File: src/rtl/rsm_pkg.sv
// rtl/rsm_pkg.sv - shared sequencer states, opcodes and instruction field positions
package rsm_pkg;

    typedef enum logic [2:0] {
        ST_IDLE,
        ST_FETCH,
        ST_DISPATCH,
        ST_EXEC_START,
        ST_EXEC_WAIT,
        ST_HALT,
        ST_ERROR
    } seq_state_t;

    localparam int INSTR_W = 16;
    localparam int OPC_MSB = 15;
    localparam int OPC_LSB = 13;
    localparam int OP_MSB  = 12;
    localparam int OP_LSB  = 11;

    localparam logic [2:0] OPC_HALT = 3'b111;
    localparam logic [2:0] OPC_MOV  = 3'b110;
    localparam logic [2:0] OPC_ALU  = 3'b101;

    function automatic logic [2:0] opcode_of(input logic [INSTR_W-1:0] instr);
        return instr[OPC_MSB:OPC_LSB];
    endfunction

endpackage

File: src/rtl/instr_seq_ctrl_if.sv
// rtl/instr_seq_ctrl_if.sv - instruction memory read port and datapath s/w handshake
interface instr_seq_ctrl_if import rsm_pkg::*; #(
    parameter int PC_W = 8
);
    logic               mem_req;
    logic [PC_W-1:0]    mem_addr;
    logic               mem_ack;
    logic [INSTR_W-1:0] mem_rdata;
    logic               s;
    logic               w;

    modport master (
        output mem_req, mem_addr, s,
        input  mem_ack, mem_rdata, w
    );

    modport slave (
        input  mem_req, mem_addr, s,
        output mem_ack, mem_rdata, w
    );
endinterface

File: src/rtl/seq_watchdog.sv
// rtl/seq_watchdog.sv - fetch watchdog; expire flags the last cycle before timeout
module seq_watchdog #(
    parameter int TIMEOUT = 15
) (
    input  logic clk,
    input  logic reset_n,
    input  logic clear,
    input  logic enable,
    output logic expire
);
    localparam int CNT_W = (TIMEOUT > 1) ? $clog2(TIMEOUT) : 1;

    logic [CNT_W-1:0] count;

    // Count saturates at the expire value so a stalled enable never wraps.
    always_ff @(posedge clk or negedge reset_n) begin
        if (!reset_n) begin
            count <= '0;
        end else if (clear) begin
            count <= '0;
        end else if (enable && !expire) begin
            count <= count + CNT_W'(1);
        end
    end

    assign expire = (count == CNT_W'(TIMEOUT - 1));
endmodule

File: src/rtl/instr_seq_ctrl.sv
// rtl/instr_seq_ctrl.sv - instruction sequencer: fetch into IR, start datapath, advance PC
module instr_seq_ctrl import rsm_pkg::*; #(
    parameter int PC_W     = 8,
    parameter int RESET_PC = 0,
    parameter int TIMEOUT  = 15
) (
    input  logic               clk,
    input  logic               reset_n,
    input  logic               run,
    instr_seq_ctrl_if.master   bus,
    output logic [INSTR_W-1:0] ir,
    output logic [PC_W-1:0]    pc,
    output logic               halted,
    output logic               err,
    output logic [15:0]        instr_cnt
);
    seq_state_t state, state_nxt;
    logic       load_ir;
    logic       wd_clear;
    logic       wd_enable;
    logic       wd_expire;

    seq_watchdog #(.TIMEOUT(TIMEOUT)) u_watchdog (
        .clk     (clk),
        .reset_n (reset_n),
        .clear   (wd_clear),
        .enable  (wd_enable),
        .expire  (wd_expire)
    );

    always_ff @(posedge clk or negedge reset_n) begin
        if (!reset_n) begin
            state <= ST_IDLE;
        end else begin
            state <= state_nxt;
        end
    end

    // An ack always beats the watchdog, and run is only sampled on leaving EXEC_WAIT.
    always_comb begin
        state_nxt = state;
        load_ir   = 1'b0;
        case (state)
            ST_IDLE: begin
                if (run && bus.w) state_nxt = ST_FETCH;
            end
            ST_FETCH: begin
                if (bus.mem_ack) begin
                    load_ir   = 1'b1;
                    state_nxt = (opcode_of(bus.mem_rdata) == OPC_HALT) ? ST_HALT : ST_DISPATCH;
                end else if (wd_expire) begin
                    state_nxt = ST_ERROR;
                end
            end
            ST_DISPATCH:   state_nxt = ST_EXEC_START;
            ST_EXEC_START: begin
                if (!bus.w) state_nxt = ST_EXEC_WAIT;
            end
            ST_EXEC_WAIT: begin
                if (bus.w) state_nxt = run ? ST_FETCH : ST_IDLE;
            end
            default: state_nxt = state;
        endcase
    end

    always_ff @(posedge clk or negedge reset_n) begin
        if (!reset_n) begin
            pc        <= PC_W'(RESET_PC);
            ir        <= '0;
            instr_cnt <= '0;
        end else begin
            if (load_ir) ir <= bus.mem_rdata;
            if (state == ST_DISPATCH) begin
                pc <= pc + PC_W'(1);
                if (instr_cnt != 16'hFFFF) instr_cnt <= instr_cnt + 16'd1;
            end
        end
    end

    assign wd_clear     = (state != ST_FETCH) || bus.mem_ack;
    assign wd_enable    = (state == ST_FETCH);

    assign bus.mem_req  = (state == ST_FETCH);
    assign bus.mem_addr = pc;
    assign bus.s        = (state == ST_DISPATCH);
    assign halted       = (state == ST_HALT);
    assign err          = (state == ST_ERROR);
endmodule

File: src/flat_wrapper.sv
// flat-port wrapper written by rule: the top's interface ports become plain ports
module instr_seq_ctrl_flat import rsm_pkg::*;
#(
    parameter int PC_W     = 8,
    parameter int RESET_PC = 0,
    parameter int TIMEOUT  = 15
)
  (clk, reset_n, run, ir, pc, halted, err, instr_cnt, bus_mem_req, bus_mem_addr, bus_s, bus_mem_ack, bus_mem_rdata, bus_w);
  instr_seq_ctrl_if #(.PC_W(PC_W)) bus_i ();
  input  logic clk;
  input  logic reset_n;
  input  logic run;
  output logic [INSTR_W-1:0] ir;
  output logic [PC_W-1:0] pc;
  output logic halted;
  output logic err;
  output logic [15:0] instr_cnt;
  output wire logic [$bits(bus_i.mem_req)-1:0] bus_mem_req;
  output wire logic [$bits(bus_i.mem_addr)-1:0] bus_mem_addr;
  output wire logic [$bits(bus_i.s)-1:0] bus_s;
  input wire logic [$bits(bus_i.mem_ack)-1:0] bus_mem_ack;
  input wire logic [$bits(bus_i.mem_rdata)-1:0] bus_mem_rdata;
  input wire logic [$bits(bus_i.w)-1:0] bus_w;
  assign bus_mem_req = bus_i.mem_req;
  assign bus_mem_addr = bus_i.mem_addr;
  assign bus_s = bus_i.s;
  assign bus_i.mem_ack = bus_mem_ack;
  assign bus_i.mem_rdata = bus_mem_rdata;
  assign bus_i.w = bus_w;
  instr_seq_ctrl #(.PC_W(PC_W), .RESET_PC(RESET_PC), .TIMEOUT(TIMEOUT)) u_core (.clk(clk), .reset_n(reset_n), .run(run), .bus(bus_i), .ir(ir), .pc(pc), .halted(halted), .err(err), .instr_cnt(instr_cnt));
endmodule
File: config.mk
export PLATFORM = sky130hd
export DESIGN_NAME = instr_seq_ctrl_flat
export DESIGN_NICKNAME = d
export VERILOG_FILES = /design/src/rtl/rsm_pkg.sv /design/src/rtl/instr_seq_ctrl_if.sv /design/src/rtl/seq_watchdog.sv /design/src/rtl/instr_seq_ctrl.sv /design/src/flat_wrapper.sv
export SDC_FILE = /design/constraint.sdc
export NUM_CORES = 1
export LEC_CHECK = 0
export ABC_AREA = 1
export CORE_UTILIZATION = 34
export CTS_BUF_LIST = sky130_fd_sc_hd__clkbuf_4
export CTS_CLUSTER_DIAMETER = 60
export CTS_CLUSTER_SIZE = 8
export DETAILED_ROUTE_END_ITERATION = 8
export PLACE_DENSITY = 0.7
export SKIP_LAST_GASP = 1
export SLEW_MARGIN = 20
export SYNTH_ARGS = -nofsm -noshare
export SYNTH_HDL_FRONTEND = slang
export SYNTH_SLANG_ARGS = --single-unit
File: constraint.sdc
create_clock -name clk -period 2.2 [get_ports clk]
set_clock_uncertainty 0.05 [all_clocks]
set_input_delay 0.22 -clock clk [delete_from_list [all_inputs] [get_ports clk]]
set_output_delay 0.22 -clock clk [all_outputs]
set_load 0.03 [all_outputs]
==> impl_metrics.ini <==
[worst_setup_path]
reg2reg_depth = 8
crit_arrival_ns = 1.87
start_kind = register
cp_max_fo = 6
rr_startpoint = u_core.instr_cnt[0]
crit_required_ns = 1.93
crit_type = reg -> out
max_stage_delay_ns = 0.70
r2r-end = u_core.instr_cnt[8]
endpoint_kind = output pin
cp_cell_sequence = inv_2 > nor3_1 > clkdlybuf4s50_1
reg2reg_setup_slack_ns = 0.52
slowest_stage = clkdlybuf4s50_1
crit_start = u_core.state[1]
cp-endpoint = err

[sta]
fmaxAchievable_mhz = 467
final_hold_viol_count = 0
finalSetupTns_ns = 0
finalMaxSlewViolations = 0
setup_viol = 0
tightest_slew_ns = 0.527
fin_crit_ns = 2.14
rsz0062_at_grt = no
timing.slew.headroom = 0.649
worst_slack_ns = 0.0568
hold_slack_ns = 0.284
fin_crit_sh = 0.974

[run]
cap_violations = 0

[power_and_ir_drop]
peakVddDrop_uv = 322
leakage_nw = 1.64
p_total_mw = 4.13
powerDensity_nw_per_um2 = 1190

[placement]
preCtsSetupSlack_ns = 0.424
port_buffers = 72
numPlacedInstances = 488
hpwl_um = 4300
globalplace.congestion = 0.904
placed_area_um2 = 3350

[global_route]
grt_use_total = 0.149
grt_overflow_total = 0
grt_max_degree = 23
grt_pass1_wl_um = 9210
antenna_found_initial = 0
grt_pass1_vias = 2044

[yosys]
syn_inst = 328
avgSynthCellArea_um2 = 7.94
synth.distinct_cells = 29
yosysWarnings = 0
ys_ff_latch = 47
synth_nets = 353
netlist_area_um2 = 2600
seq_area_frac_synth = 0.451

[die]
core_um2 = 7330
die_h_um = 89.5
num_rows = 31
start_util = 0.355
dieArea_um2 = 8020
die_w_um = 89.5
io_pins = 73

[drt]
drt-total-wl_um = 5810
dr_wl_met3_um = 244
num_vias = 2282
first_pass_iters = 4
dr_wl_met2_um = 2840
wire_per_inst_um = 11.7
drc = 0
ant_nets = 0
viasPerCell = 4.59
highest_layer = met4
drt_iter0_markers = 111
met1_length_um = 2640

[clock_tree]
clock-sinks = 47
cts_max_level = 2
post_cts.repair.setup_buffers = 0
clock-root-buffer = clkbuf_4
clkTransAtPathRegs_ns = 0.15
insertion_delay_ns = 0.38
cts_inserted_buffers = 5
cts_tree = built
clock_path_buffers = 2

[finish]
final_layout_size_suffix_gt1_frac = 0.103
fin_util = 0.473
final_nets = 422
design_area_um2 = 3470
layoutNonFillerInstCount = 497
antennaDiodeCount = 0
num-fill-cells = 708
seq_area_um2 = 1180
multi_input_area_um2 = 1200
area_growth_pct = 33.1

[worst_hold_path]
holdCritPathClass = in -> async

[run_status]
outcome = complete, no violations
[worst max-delay path: cells and delay by family, from the launching register on]
kind	cells	cell delay [ns]
simple gates	1	0.18
buf+inv	2	0.81
flops	1	0.52
[final cells by class]
cell class	count	share of cell area
Multi-Input combinational cell	238	0.345
Sequential cell	47	0.339
Timing Repair Buffer	76	0.217
Tap cell	99	0.0357
Inverter	29	0.0321
Clock inverter	3	0.0195
Clock buffer	5	0.0108
[registers in the layout (all words and copies together) (netlist names)]
signal / flops
u_core.ir: 16
u_core.bus.mem_addr: 8
u_core.instr_cnt: 16
u_core.state: 3
u_core.u_watchdog.count: 4
[cell usage in the layout (no fill, tap or decap), drive strengths merged, types with 2 or more instances in the layout]
cell	netlist	routed
xor2	14	14
nor3	3	3
bufinv	0	2
clkdlybuf4s50	0	69
nand3	27	27
inv	29	29
dfrtp	47	47
buf	14	4
nand3b	2	2
clkbuf	0	5
dlymetal6s2s	0	2
nor2	30	30
nand2	134	134
o21ai	18	18
nand4	2	2
ha	4	4
a21oi	2	2
[per-layer routing]
layer | GRT usage | vias to the layer above
met3 | 0.0286 | 10
met1 | 0.190 | 1070
met4 | 0.0563 | 0
met5 | 0 | -
met2 | 0.251 | 48
li1 | - | 1154
[how the worst min path moves through the flow]
stage                                  end  slack (ns)  cells past startpoint
floorplan           u_core.bus.mem_addr[0]       -0.13                      0
global placement       u_core.instr_cnt[4]        0.17                      1
detailed placement     u_core.instr_cnt[4]        0.17                      1
CTS                 u_core.bus.mem_addr[2]        0.29                      2
global route                  u_core.ir[1]        0.31                      3
finish              u_core.bus.mem_addr[2]        0.28                      2
[cell families (layout without fill, tap and decap cells)]
family	count (synthesis)	in the layout	share of synthesized area
xor gates and xnor gates	15	15	0.0504
adders and majority gates	4	4	0.0192
and+or+nand+nor	198	198	0.338
AOI/OAI and AO/OA	21	21	0.0524
buffers and inverters	43	113	0.0889
DFF	47	47	0.451
[power by group]
part	internal [mW]	switching (mW)
Sequential	1.11	0.251
Combinational	0.795	1.34
Clock	0.353	0.286
Total	2.26	1.87
[synth_stat cells]
cell type / count / area share
a21oi_1: 2 / 0.0038
buf_6: 2 / 0.0086
nand2_4: 2 / 0.0086
nor2_2: 2 / 0.0048
o21ai_0: 10 / 0.019
nand2_2: 7 / 0.017
ha_1: 4 / 0.019
o21ai_4: 1 / 0.0062
o21ai_1: 2 / 0.0038
nor3_1: 3 / 0.0058
inv_2: 6 / 0.0086
nand3_4: 1 / 0.0067
nand2_1: 125 / 0.18
nand4_1: 2 / 0.0048
nor2_8: 1 / 0.0077
inv_1: 22 / 0.032
nand3_1: 25 / 0.048
nor2_1: 25 / 0.036
xnor2_1: 1 / 0.0034
o21ai_2: 5 / 0.017
xor2_1: 14 / 0.047
buf_8: 1 / 0.0058
buf_4: 11 / 0.032
inv_4: 1 / 0.0024
nand3_2: 1 / 0.0038
dfrtp_1: 47 / 0.45
a31oi_1: 1 / 0.0024
nand3b_1: 2 / 0.0058
nor2_4: 2 / 0.0086
[what timing repair did]
item | CTS | global route
hold buffers | 1 | 0
resized for setup | 0 | 2
endpoints found under the hold margin | 20 | 0
endpoints found under the setup margin | 0 | 2
(Power assumes the default switching activity.)
